### config.mk
export PLATFORM = sky130hd
export DESIGN_NAME = frame_line_counter_flat
export DESIGN_NICKNAME = d
export VERILOG_FILES = /design/src/rtl/frame_line_counter_if.sv /design/src/rtl/frame_line_counter.sv /design/src/flat_wrapper.sv
export SDC_FILE = /design/constraint.sdc
export NUM_CORES = 1
export LEC_CHECK = 0
export BUFFER_PORTS_ARGS = -buffer_cell sky130_fd_sc_hd__buf_2
export CORE_MARGIN = 5
export CORE_UTILIZATION = 45
export DETAILED_ROUTE_END_ITERATION = 10
export PLACE_DENSITY = 0.8
export SYNTH_ARGS = -nofsm -noshare
export SYNTH_HDL_FRONTEND = slang
export SYNTH_SLANG_ARGS = --single-unit
### constraint.sdc
create_clock -name clk -period 3 [get_ports clk]
set_clock_uncertainty 0.15 [all_clocks]
set_input_delay 0.6 -clock clk [delete_from_list [all_inputs] [get_ports clk]]
set_output_delay 0.6 -clock clk [all_outputs]
set_load 0.05 [all_outputs]
### src/rtl/frame_line_counter_if.sv
// frame_line_counter_if: strobe inputs and timing outputs of the
// line/frame counter, bundled for the controller and the counter.
interface frame_line_counter_if #(
  parameter int LINE_W  = 6,
  parameter int FRAME_W = 12
);
  logic               enb;
  logic               new_line;
  logic               frame_start;
  logic [LINE_W-1:0]  line_cnt;
  logic [FRAME_W-1:0] frame_cnt;
  logic               field;
  logic               active;
  logic               blank;
  logic               end_frame;
  logic               busy;

  modport master (
    output enb,
    output new_line,
    output frame_start,
    input  line_cnt,
    input  frame_cnt,
    input  field,
    input  active,
    input  blank,
    input  end_frame,
    input  busy
  );

  modport slave (
    input  enb,
    input  new_line,
    input  frame_start,
    output line_cnt,
    output frame_cnt,
    output field,
    output active,
    output blank,
    output end_frame,
    output busy
  );
endinterface

### src/rtl/frame_line_counter.sv
// frame_line_counter: counts qualified line strobes, splits each frame
// into active/blank lines, keeps a wrapping frame count, optional one-shot.
module frame_line_counter #(
  parameter int ACTIVE_LINES = 32,
  parameter int BLANK_LINES  = 0,
  parameter int LINE_W       = 6,
  parameter int FRAME_W      = 12,
  parameter bit ONE_SHOT     = 1'b0
) (
  input  logic clk,
  input  logic rst,
  frame_line_counter_if.slave bus
);

  localparam int TOTAL = ACTIVE_LINES + BLANK_LINES;
  localparam logic [LINE_W-1:0] LAST_ACT =
    LINE_W'(ACTIVE_LINES - 1);
  localparam logic [LINE_W-1:0] LAST_TOT =
    LINE_W'(TOTAL - 1);
  localparam bit HAS_BLANK = (BLANK_LINES > 0);

  typedef enum logic [1:0] {
    IDLE,
    ACTIVE,
    BLANK,
    DONE
  } state_t;

  state_t             state;
  logic [LINE_W-1:0]  line_cnt;
  logic [FRAME_W-1:0] frame_cnt;
  logic               end_frame;
  logic               active;
  logic               blank;
  logic               busy;

  logic q;
  logic at_last_act;
  logic at_last_tot;
  logic frame_done;

  // The terminating strobe is the last active line when there is no
  // blanking, otherwise the last blanking line.
  always_comb begin
    q           = bus.enb & bus.new_line;
    at_last_act = (line_cnt == LAST_ACT);
    at_last_tot = (line_cnt == LAST_TOT);
    frame_done  = 1'b0;
    case (state)
      ACTIVE:  frame_done = q & at_last_act & ~HAS_BLANK;
      BLANK:   frame_done = q & at_last_tot;
      default: frame_done = 1'b0;
    endcase
  end

  always_ff @(posedge clk or posedge rst) begin
    if (rst) begin
      state     <= IDLE;
      line_cnt  <= '0;
      frame_cnt <= '0;
      end_frame <= 1'b0;
      active    <= 1'b0;
      blank     <= 1'b0;
      busy      <= 1'b0;
    end else begin
      end_frame <= 1'b0;
      if (bus.frame_start) begin
        state    <= IDLE;
        line_cnt <= '0;
        active   <= 1'b0;
        blank    <= 1'b0;
        busy     <= 1'b0;
      end else if (frame_done) begin
        line_cnt  <= '0;
        frame_cnt <= frame_cnt + 1'b1;
        end_frame <= 1'b1;
        blank     <= 1'b0;
        if (ONE_SHOT) begin
          state  <= DONE;
          active <= 1'b0;
          busy   <= 1'b0;
        end else begin
          state  <= ACTIVE;
          active <= 1'b1;
          busy   <= 1'b1;
        end
      end else if (q) begin
        case (state)
          IDLE: begin
            state    <= ACTIVE;
            line_cnt <= '0;
            active   <= 1'b1;
            blank    <= 1'b0;
            busy     <= 1'b1;
          end
          ACTIVE: begin
            line_cnt <= line_cnt + 1'b1;
            if (at_last_act) begin
              state  <= BLANK;
              active <= 1'b0;
              blank  <= 1'b1;
            end
          end
          BLANK: begin
            line_cnt <= line_cnt + 1'b1;
          end
          default: begin
          end
        endcase
      end
    end
  end

  assign bus.line_cnt  = line_cnt;
  assign bus.frame_cnt = frame_cnt;
  assign bus.field     = frame_cnt[0];
  assign bus.active    = active;
  assign bus.blank     = blank;
  assign bus.end_frame = end_frame;
  assign bus.busy      = busy;

endmodule
### src/flat_wrapper.sv
// flat-port wrapper written by rule: the top's interface ports become plain ports
module frame_line_counter_flat 
#(
  parameter int ACTIVE_LINES = 32,
  parameter int BLANK_LINES  = 0,
  parameter int LINE_W       = 6,
  parameter int FRAME_W      = 12,
  parameter bit ONE_SHOT     = 1'b0
)
  (clk, rst, bus_enb, bus_new_line, bus_frame_start, bus_line_cnt, bus_frame_cnt, bus_field, bus_active, bus_blank, bus_end_frame, bus_busy);
  frame_line_counter_if #(.LINE_W(LINE_W), .FRAME_W(FRAME_W)) bus_i ();
  input  logic clk;
  input  logic rst;
  input wire logic [$bits(bus_i.enb)-1:0] bus_enb;
  input wire logic [$bits(bus_i.new_line)-1:0] bus_new_line;
  input wire logic [$bits(bus_i.frame_start)-1:0] bus_frame_start;
  output wire logic [$bits(bus_i.line_cnt)-1:0] bus_line_cnt;
  output wire logic [$bits(bus_i.frame_cnt)-1:0] bus_frame_cnt;
  output wire logic [$bits(bus_i.field)-1:0] bus_field;
  output wire logic [$bits(bus_i.active)-1:0] bus_active;
  output wire logic [$bits(bus_i.blank)-1:0] bus_blank;
  output wire logic [$bits(bus_i.end_frame)-1:0] bus_end_frame;
  output wire logic [$bits(bus_i.busy)-1:0] bus_busy;
  assign bus_i.enb = bus_enb;
  assign bus_i.new_line = bus_new_line;
  assign bus_i.frame_start = bus_frame_start;
  assign bus_line_cnt = bus_i.line_cnt;
  assign bus_frame_cnt = bus_i.frame_cnt;
  assign bus_field = bus_i.field;
  assign bus_active = bus_i.active;
  assign bus_blank = bus_i.blank;
  assign bus_end_frame = bus_i.end_frame;
  assign bus_busy = bus_i.busy;
  frame_line_counter #(.ACTIVE_LINES(ACTIVE_LINES), .BLANK_LINES(BLANK_LINES), .LINE_W(LINE_W), .FRAME_W(FRAME_W), .ONE_SHOT(ONE_SHOT)) u_core (.clk(clk), .rst(rst), .bus(bus_i));
endmodule
Yosys cells after proc, flatten, opt, wreduce, memory -nomap -nowiden. Index checks and enable logic that the tools add are counted.

Divide/modulo/power cells: 0. Multiply operators: 0. Multiplexer cells: 26. Bitwise operators: 3. Reduce and logical (&&, ||, !) cells: 10. Magnitude comparators: 0. Add/sub/neg operators: 2. Eq/ne operators: 4. Shifts and indexed selects: 0.

Operators with widths (number): 6-bit two-way mux (3); 1-bit two-way mux (15); 12-bit by 1-bit adder with 12-bit output, second input constant (1); 6-bit one-hot mux with 2 select lines (1); 2-bit two-way mux (4); 4-bit nonzero test (2); 6-bit by 1-bit adder with 6-bit output, second input constant (1); 6-bit by 5-bit equality test with 1-bit output, second input constant (1); 2-bit AND reduction (3); 3-bit nonzero test (2); 4-bit by 2-bit inequality test with 1-bit output, second input constant (1); 1-bit one-hot mux with 2 select lines (2); 2-bit one-hot mux with 2 select lines (1); 3-bit AND reduction (1); 1-bit AND (2); 2-bit by 1-bit equality test with 1-bit output, second input constant (1); 2-bit equality test, second input constant (1); 2-bit logical NOT (1); 2-bit OR reduction (1); 1-bit inverter (1).

Memories kept: 0. Word-level logic and storage cells: 52. RAM bits: 0. ROM bits: 0. Bits in registers: 24. Bits in latches: 0. Output and inout bits: 23.

Logic depth before layout (Yosys ltp). Gate-level depths: netlist (run 1).

Word-level depth: 6. Mapped depth: 6.

Worst setup path after synthesis (run 1). No wires, ideal clock.

Kind: register to register. From: register u_core.bus.blank (netlist name). To: register u_core.frame_cnt[11] (netlist: u_core.bus.frame_cnt[11]). Cell stages (with the launch flop): 7. Buffers on the path: 0. Period minus slack after synthesis: 2.229 ns. Slack: 0.771 ns. Arrival: 1.939 ns. Data required time: 2.710 ns. Cells stage by stage: dfrtp_1 > inv_1 > ha_1 > nand4b_2 > nor4_4 > nand4_1 > xnor2_1.

RTL lines: end signal, assigned (line frame_line_counter.sv:75) `frame_cnt <= frame_cnt + 1'b1;`; end, declared (line frame_line_counter.sv:31) `logic [FRAME_W-1:0] frame_cnt;`.

==> impl_metrics.tcl, run 1 <==
set metrics [dict create \
    hpwl_mm 1.64 \
    track_usage 0.127 \
    fillCellCount 215 \
    critical_path_depth 6 \
    port_buffers 27 \
    synth_cells 101 \
    regArea_sq_um 551 \
    synth_ff_type "dfrtp_1" \
    fin_tns_setup_ns 0 \
    totalWireLength_mm 2.06 \
    rows 18 \
    crit_family "simple AND/OR/NAND/NOR gates" \
    hp-class "in -> async" \
    avgSynthCellArea_sq_um 11.1 \
    synth_edf_count 0 \
    multi_input_area_sq_um 539 \
    relSlewSlack 0.468 \
    maxCapViolCount 0 \
    postCtsSetupBuffers 0 \
    die-width_microns 59.9 \
    cts_root_buf "clkbuf_4" \
    cp-start-kind "flip-flop" \
    slowest_delay_ns 0.42 \
    end_kind "flip-flop" \
    ant_nets 0 \
    tritoncts "built" \
    synth-seq-cells 22 \
    finalCriticalPeriod_ns 1.96 \
    synth.top_cells.by_count "22 x dfrtp_1, 13 x xnor2_1, 9 x nand2_1, 9 x nor2_1" \
    synth_top_area_frac 0.492 \
    leakage_nw 0.691 \
    yosysSeqAreaShare 0.492 \
    grt_pass1_vias 804 \
    area_delta_synth_final_pct 18.0 \
    via_per_inst 5.19 \
    r2r_slack_ns 1.04 \
    clock_latency_ns 0.30 \
    cts_buffer_depth 2 \
    synth_area_sq_mm 0.00112 \
    drc_errors 0 \
    path_clk_slew_ns 0.12 \
    r2r_start "u_core.bus.active" \
    crit_buf_inv 1 \
    netlist.top_cell.by_area "dfrtp_1" \
    antenna_cells 0 \
    powerDensity_mw_per_mm2 381 \
    path_class "reg -> reg" \
    crit_path_top_delay_cell "dfrtp_1" \
    antenna_found_initial 0 \
    core_area_sq_mm 0.00243 \
    max_clock_freq_ghz 0.510 \
    die_h_microns 59.9 \
    hold_violations 0 \
    crit_fanout 5 \
    tightestPinTransition_ns 0.798 \
    slew_viol_final 0 \
    clock_sinks 22 \
    rr_worst_depth 6 \
    dr.pass1.iters 4 \
    yosysWarnings 0 \
    fin_total_pwr_uw 503 \
    required_ns 3.05 \
    cts_buffers 3 \
    die_area_sq_mm 0.00359 \
    grt-ovfl-total 0 \
    setup_viol 0 \
    syn-num-nets 110 \
    min_period_over_period 0.653 \
    crit_chain "inv_1, ha_1, nand4b_2, nor4_4, nand4_1, xnor2_1" \
    yosysMostFrequentCell "dfrtp_1" \
    grt_max_degree 23 \
    gp_congestion 0.792 \
    drive_above_1_share 0.305 \
    rsz0062_at_grt "no" \
    wl_per_cell_microns 12.8 \
    vias 836 \
    cts_resized 0 \
    ys_types 28 \
    startpoint "u_core.bus.active" \
    drtIter0Drc 16 \
    cts_hold_buf 0 \
    arrival_ns 2.01 \
    io_pins 28 \
    start_util 0.460 \
    async_flop_share 1.00 \
    h-tree-depth 1 \
    yosys-top-cells-area "dfrtp_1 49%, xnor2_1 10%, ha_1 4.5%" \
    finalNetCount 141 \
    outcome "finished, final reports clean" \
    grt_first_pass_wirelength_mm 3.38 \
    ir_drop_uv 227 \
]
==> path summary, 6_finish.rpt <==
kind,to
hold / removal,u_core.bus.line_cnt[0]
setup / recovery,u_core.bus.frame_cnt[11]
max in group asynchronous,u_core.bus.frame_cnt[9]
setup reg to reg,u_core.bus.frame_cnt[11]
hold reg to reg,u_core.bus.frame_cnt[11]
min in group clk,u_core.bus.frame_cnt[11]
==> worst register-to-register path: stages (launching register included) <==
cell      delay, ns
dfrtp_1        0.42
inv_1          0.06
ha_1           0.33
nand4b_2       0.22
nor4_4         0.38
nand4_1        0.16
xnor2_1        0.14
==> kinds of logic after synthesis <==
| kind of cell | Yosys count | share of synthesized area |
|---|---|---|
| compound gates | 13 | 0.0816 |
| simple gates | 38 | 0.218 |
| mux | 2 | 0.0201 |
| buf+inv | 7 | 0.0268 |
| xor+xnor | 15 | 0.117 |
| fa+ha+maj | 4 | 0.0447 |
| flops | 22 | 0.492 |
==> registers in the layout (all words and copies together), names as in the netlist <==
signal,flops
u_core.bus.frame_cnt,12
u_core.bus.line_cnt,6
u_core.bus.active,1
u_core.bus.blank,1
u_core.bus.busy,1
u_core.bus.end_frame,1
==> stage by stage <==
stage | setup slack [ns] | instance area, sq um | hold slack [ns] | util | instances
final | 1.04 | 1320 | 0.273 | 0.543 | 161
after detailed placement | 0.996 | 1280 | 0.320 | 0.528 | 157
after floorplan | 0.771 | 1120 | 0.439 | - | 101
after global routing | 0.862 | 1320 | 0.346 | 0.543 | 161
after global placement | 1.02 | 1280 | 0.315 | 0.528 | 157
after CTS | 1.02 | 1320 | 0.306 | 0.543 | 161
==> final cells by class <==
type / instances / share of cell area
sequential: 22 / 0.417
multi-input combinational: 72 / 0.408
timing repair buffer: 27 / 0.102
tap: 30 / 0.0284
clock buffer: 4 / 0.0275
inverter: 6 / 0.0170
==> power by group <==
group	leakage, nW	internal (mW)	total (mW)	switching [mW]
registers	0.306	0.299	0.301	0.00252
clock network	0.0210	0.0741	0.160	0.0861
logic	0.364	0.0118	0.0418	0.0300
total	0.691	0.385	0.503	0.119
==> layer usage <==
metal | vias to the layer above | global-route usage | part of all wire
met3 | 4 | 0.0216 | 0.043
met5 | - | 0 | 0
met1 | 410 | 0.143 | 0.41
li1 | 406 | - | -
met2 | 16 | 0.218 | 0.51
met4 | 0 | 0.0854 | 0.031
==> cell usage in the layout, fill, tap and decap left out <==
cell type / Yosys / layout
buf_2: 0 / 27
dfrtp_1: 22 / 22
xnor2_1: 13 / 13
nand2_1: 9 / 9
nor2_1: 9 / 9
inv_1: 6 / 6
nand3_1: 6 / 6
ha_1: 4 / 4
a21oi_1: 3 / 3
nand4_1: 3 / 3
clkbuf_4: 0 / 3
nand2b_1: 2 / 2
xor2_1: 2 / 2
mux2_2: 2 / 2
and2_1: 2 / 2
o31ai_1: 2 / 2
nor4_4: 2 / 2
a211oi_1: 2 / 2
nand3_4: 1 / 1
nand4b_2: 1 / 1
nor3_2: 1 / 1
or3_4: 1 / 1
a21o_1: 1 / 1
and3_1: 1 / 1
a31oi_1: 1 / 1
o21ai_2: 1 / 1
o211ai_1: 1 / 1
a22o_1: 1 / 1
a21boi_0: 1 / 1
clkbuf_8: 0 / 1
Power figures use the tool's default switching activity.
==> run 2: changes to the inputs <==
PLACE_DENSITY = 0.83   (was 0.8)
clock period = 1.7 ns   (was 3 ns; I/O delays follow)
==> run 2 against run 1 <==
Net effect: the flow now finishes with violations (setup timing); count of clock-buffer cells in the layout down 1; wire length up 18%; worst hold slack worse by 0.19 ns; first-iteration DRC count up 56%; non-clock buffer count up 11; worst setup slack worse by 1.1 ns; die area unchanged; sequential share of layout area down 4.1 points; combinational power up 140%; power up 110%; via count up 5.7%; maximum frequency up 10%; critical endpoint is now u_core.bus.frame_cnt[1].
==> impl_metrics.tcl, run 2 (synthesis results as in run 1) <==
set metrics [dict create \
    outcome "finished, violations left" \
    violations "setup timing" \
    maxCapViolCount 0 \
    h-tree-depth 1 \
    powerDensity_mw_per_mm2 699 \
    required_ns 1.76 \
    cts_buffers 3 \
    max_clock_freq_ghz 0.561 \
    timing.final.ws_setup_ns -0.0815 \
    rr_worst_depth 6 \
    largestRegisters "u_core.bus.frame_cnt (12), u_core.bus.line_cnt (6)" \
    p_int_uw 802 \
    hold_violations 0 \
    largest_reg_flops 12 \
    drtIter0Drc 25 \
    path_class "reg -> reg" \
    antenna_found_initial 0 \
    die_area_sq_mm 0.00359 \
    finalNetCount 152 \
    via_per_inst 5.14 \
    path_clk_slew_ns 0.14 \
    arrival_ns 1.84 \
    post-place-ws_ns -0.0157 \
    regArea_sq_um 561 \
    switchingPower_uw 242 \
    drive_above_1_share 0.465 \
    antenna_cells 0 \
    cp-start-kind "flip-flop" \
    hpwl_mm 1.79 \
    rsz0062_at_grt "yes" \
    drc_errors 0 \
    multi_input_area_sq_um 599 \
    leakage_nw 0.758 \
    cts_root_buf "clkbuf_4" \
    vias 884 \
    ant_nets 0 \
    regMostFlops "u_core.bus.frame_cnt" \
    crit_fanout 4 \
    setup_viol 6 \
    die-width_microns 59.9 \
    track_usage 0.154 \
    ir_drop_uv 767 \
    fillCellCount 203 \
    dr.pass1.iters 4 \
    wl_per_cell_microns 14.1 \
    switching_share 0.232 \
    tritoncts "built" \
    cts_buffer_depth 2 \
    io_pins 28 \
    port_buffers 27 \
    slew_viol_final 0 \
    core_area_sq_mm 0.00243 \
    relSlewSlack 0.767 \
    gp_congestion 0.821 \
    grt_first_pass_wirelength_mm 4.10 \
    grt-ovfl-total 0 \
    fin_total_pwr_mw 1.04 \
    totalWireLength_mm 2.42 \
    grt_pass1_vias 923 \
    power.share.clock 0.396 \
    finalCriticalPeriod_ns 1.78 \
    clock_latency_ns 0.32 \
    min_period_over_period 1.05 \
    hold_ws_ns 0.0865 \
    start_util 0.460 \
    grt_max_degree 23 \
    die_h_microns 59.9 \
    area_delta_synth_final_pct 33.3 \
    final_cell_mix "27 x buf_2, 14 x dfrtp_1, 13 x xnor2_1" \
    rows 18 \
    end_kind "flip-flop" \
    tightestPinTransition_ns 0.347 \
    hp-class "in -> reg" \
    clock_sinks 22 \
    seqPwrFrac 0.509 \
    final_common_cell "buf_2" \
    whs_path_depth 2 \
    power.share.combinational 0.095 \
    final_core_util 0.614 \
]
## run 2: repair_timing
item / in CTS / in global routing
gates resized for setup: 1 / 2
endpoints found under the hold margin: 22 / 0
buffers inserted: 1 / 2
gates cloned: 0 / 0
hold buffers: 1 / 0
pin swaps: 1 / 7
setup endpoints to repair: 7 / 16
## run 2: layout make-up
| type | instances | share of cell area |
|---|---|---|
| clock inverter | 1 | 0.0201 |
| inverter | 6 | 0.0151 |
| timing repair buffer | 38 | 0.148 |
| multi-input combinational | 72 | 0.402 |
| clock buffer | 3 | 0.0151 |
| sequential | 22 | 0.376 |
| tap | 30 | 0.0251 |
## run 2: routing by layer
metal / up-vias / routed length (microns) / GRT usage
li1: 427 / - / -
met1: 430 / 1010 / 0.174
met2: 23 / 1240 / 0.265
met3: 4 / 143 / 0.0605
met4: 0 / 30 / 0.0443
met5: - / 0 / 0
## run 2: worst paths after layout
path / start / endpoint / slack, ns
worst min-delay path: bus_frame_start / u_core.bus.busy / 0.09
worst max-delay path: u_core.bus.blank / u_core.bus.frame_cnt[1] / -0.08
max in group asynchronous: rst / u_core.bus.frame_cnt[0] / 0.72
worst min register to register: u_core.bus.frame_cnt[11] / u_core.bus.frame_cnt[11] / 0.34
min in group asynchronous: rst / u_core.bus.frame_cnt[5] / 0.44
worst max register to register: u_core.bus.blank / u_core.bus.frame_cnt[1] / -0.08
## run 2: worst max-delay path: stages, from the launching register on
cell and delay (ns):
dfrtp_2 0.39, inv_2 0.05, ha_4 0.28, nand4b_4 0.14, buf_4 0.18, nor3_4 0.14
mux2_2 0.35
## run 2: metrics by stage
step	std cells	setup TNS [ns]	instance area, sq um
floorplan	101	-2.02	1180
global route	172	-1.31	1490
detailed placement	164	-0.0223	1400
global placement	164	0	1400
CTS	170	-0.0222	1470
finish	172	-0.254	1490
## run 2: power groups by stage
stage	Clock (mW)	Sequential [mW]	Combinational, mW
after floorplan	0	0.557	0.0445
after global placement	0	0.541	0.0875
after detailed placement	0	0.541	0.0909
after CTS	0.415	0.531	0.0934
after global routing	0.445	0.533	0.109
final	0.413	0.531	0.0989
==> run 3: changes to the inputs <==
ABC_AREA = 1   (was not set)
PLACE_DENSITY = 0.82   (was 0.83)
==> run 3 against run 2 <==
Net effect: the flow now finishes without violations; combinational power rose to 5.3 times the previous value; clock power barely moved; worst setup slack improved by 0.18 ns; final cell count rose by 35%; non-clock buffer count fell by 9; largest cell class unchanged; largest power group unchanged.
==> impl_metrics.tcl, run 3 <==
set metrics [dict create \
    outcome "finished, final reports clean" \
    required_ns 1.76 \
    final_common_cell "nand2_1" \
    end_kind "flip-flop" \
    switchingPower_uw 586 \
    clock_latency_ns 0.32 \
    rows 19 \
    powerDensity_mw_per_mm2 995 \
    synth_cells 169 \
    ant_nets 0 \
    start_util 0.472 \
    drive_above_1_share 0.274 \
    yosysSeqAreaShare 0.423 \
    cp-start-kind "flip-flop" \
    hold_ws_ns 0.0595 \
    ys_types 23 \
    tightestPinTransition_ns 0.320 \
    crit_path_top_delay_cell "dfrtp_2" \
    track_usage 0.134 \
    via_per_inst 5.00 \
    synth.top_cells.by_count "55 x nand2_1, 22 x dfrtp_1, 22 x inv_1" \
    die_h_microns 63.8 \
    netlist.top_cell.by_area "dfrtp_1" \
    power.share.combinational 0.334 \
    cts_buffer_depth 2 \
    relSlewSlack 0.786 \
    yosys-top-cells-area "dfrtp_1 42%, nand2_1 16%, inv_1 6.3%" \
    h-tree-depth 1 \
    maxCapViolCount 0 \
    area_delta_synth_final_pct 20.3 \
    path_class "reg -> reg" \
    p_int_uw 971 \
    leakage_nw 0.834 \
    rsz0062_at_grt "yes" \
    largestRegisters "u_core.bus.frame_cnt (12), u_core.bus.line_cnt (6)" \
    max_clock_freq_ghz 0.625 \
    arrival_ns 1.66 \
    ir_drop_uv 671 \
    totalWireLength_mm 2.73 \
    antenna_cells 0 \
    setup_viol 0 \
    yosysMostFrequentCell "nand2_1" \
    antenna_found_initial 0 \
    slew_viol_final 0 \
    syn-num-nets 178 \
    synth_area_sq_mm 0.00130 \
    wl_per_cell_microns 11.7 \
    regMostFlops "u_core.bus.frame_cnt" \
    port_buffers 27 \
    final_cell_mix "54 x nand2_1, 27 x buf_2, 19 x inv_1" \
    cts_root_buf "clkbuf_4" \
    vias 1160 \
    synth_edf_count 0 \
    switching_share 0.377 \
    tritoncts "built" \
    synth_top_area_frac 0.423 \
    slowest_delay_ns 0.45 \
    avgSynthCellArea_sq_um 7.70 \
    largest_reg_flops 12 \
    drc_errors 0 \
    drtIter0Drc 40 \
    crit_fanout 5 \
    async_flop_share 1.00 \
    finalCriticalPeriod_ns 1.60 \
    power.share.clock 0.267 \
    hpwl_mm 2.06 \
    grt_first_pass_wirelength_mm 4.42 \
    gp_congestion 0.775 \
    hp-class "in -> reg" \
    die_area_sq_mm 0.00407 \
    finalNetCount 211 \
    core_area_sq_mm 0.00276 \
    yosysWarnings 0 \
    hold_violations 0 \
    finalNonFillerCells 232 \
    synth_ff_type "dfrtp_1" \
    seqPwrFrac 0.398 \
    io_pins 28 \
    grt_max_degree 23 \
    dr.pass1.iters 4 \
    path_clk_slew_ns 0.13 \
    synth-seq-cells 22 \
    clock_sinks 22 \
    crit_chain "inv_2, ha_4, o21ai_1, nand2_2, inv_1, o21ai_0" \
    die-width_microns 63.8 \
    dp_cells 226 \
    cts_buffers 3 \
    min_period_over_period 0.941 \
    grt_pass1_vias 1035 \
    fillCellCount 257 \
    grt-ovfl-total 0 \
]
[run 3: layout make-up]
class	instances	area [sq um]	share of cell area
Sequential cell	22	559	0.357
Inverter	24	95.1	0.0608
Timing Repair Buffer	29	153	0.0975
Clock buffer	3	22.5	0.0144
Tap cell	31	38.8	0.0248
Clock inverter	1	30.0	0.0192
Multi-Input combinational cell	122	667	0.426
[run 3: path summary, 6_finish.rpt]
path                                          from                 endpoint  slack, ns  cells after the start
hold / removal                     bus_frame_start          u_core.bus.busy       0.06                      2
min in group asynchronous                      rst  u_core.bus.frame_cnt[2]       0.42                      4
max in group asynchronous                      rst        u_core.bus.active       0.74                      4
setup reg to reg                 u_core.bus.active   u_core.bus.line_cnt[2]       0.10                      6
setup / recovery                 u_core.bus.active   u_core.bus.line_cnt[2]       0.10                      6
hold reg to reg            u_core.bus.frame_cnt[2]  u_core.bus.frame_cnt[2]       0.38                      1
[run 3: worst max-delay path, delay by kind of cell (launching register included)]
family | cells | cell delay (ns)
DFF | 1 | 0.45
AOI/OAI and AO/OA | 2 | 0.35
adders and majority gates | 1 | 0.21
buffers and inverters | 2 | 0.20
and+or+nand+nor | 1 | 0.14
[run 3: metal layers]
metal | track usage | up-vias | share of wire
li1 | - | 594 | -
met1 | 0.160 | 535 | 0.45
met2 | 0.227 | 27 | 0.48
met3 | 0.0333 | 4 | 0.053
met4 | 0.0571 | 0 | 0.015
met5 | 0 | - | 0
[run 3: what timing repair did]
item / 4_1_cts / 5_1_grt
hold endpoints to repair: 22 / 0
buffers inserted: 0 / 0
endpoints found under the setup margin: 0 / 8
hold buffers: 1 / 0
gates resized for setup: 0 / 3
[run 3: through the flow]
| stage | power [mW] | worst slack, ns | cell area (sq um) | setup TNS [ns] | utilization |
|---|---|---|---|---|---|
| after detailed placement | 1.14 | 0.0743 | 1490 | 0 | 0.542 |
| after global routing | 1.64 | -0.0102 | 1570 | -0.0202 | 0.568 |
| after CTS | 1.55 | 0.0588 | 1560 | 0 | 0.564 |
| after floorplan | 1.04 | -0.0157 | 1340 | -0.0157 | - |
| after global placement | 1.13 | 0.143 | 1490 | 0 | 0.542 |
| final | 1.56 | 0.100 | 1570 | 0 | 0.568 |
[run 3: logic make-up after synthesis]
family | share of synthesized area
and+or+nand+nor | 0.334
adders and majority gates | 0.0385
AOI/OAI and AO/OA | 0.0500
buffers and inverters | 0.0942
DFF | 0.423
xor gates and xnor gates | 0.0606
[run 3: power groups by stage]
stage / logic (mW) / registers, mW / clock network, mW
floorplan: 0.268 / 0.770 / 0
global placement: 0.505 / 0.629 / 0
detailed placement: 0.511 / 0.633 / 0
CTS: 0.515 / 0.622 / 0.416
global route: 0.581 / 0.631 / 0.429
finish: 0.520 / 0.620 / 0.416
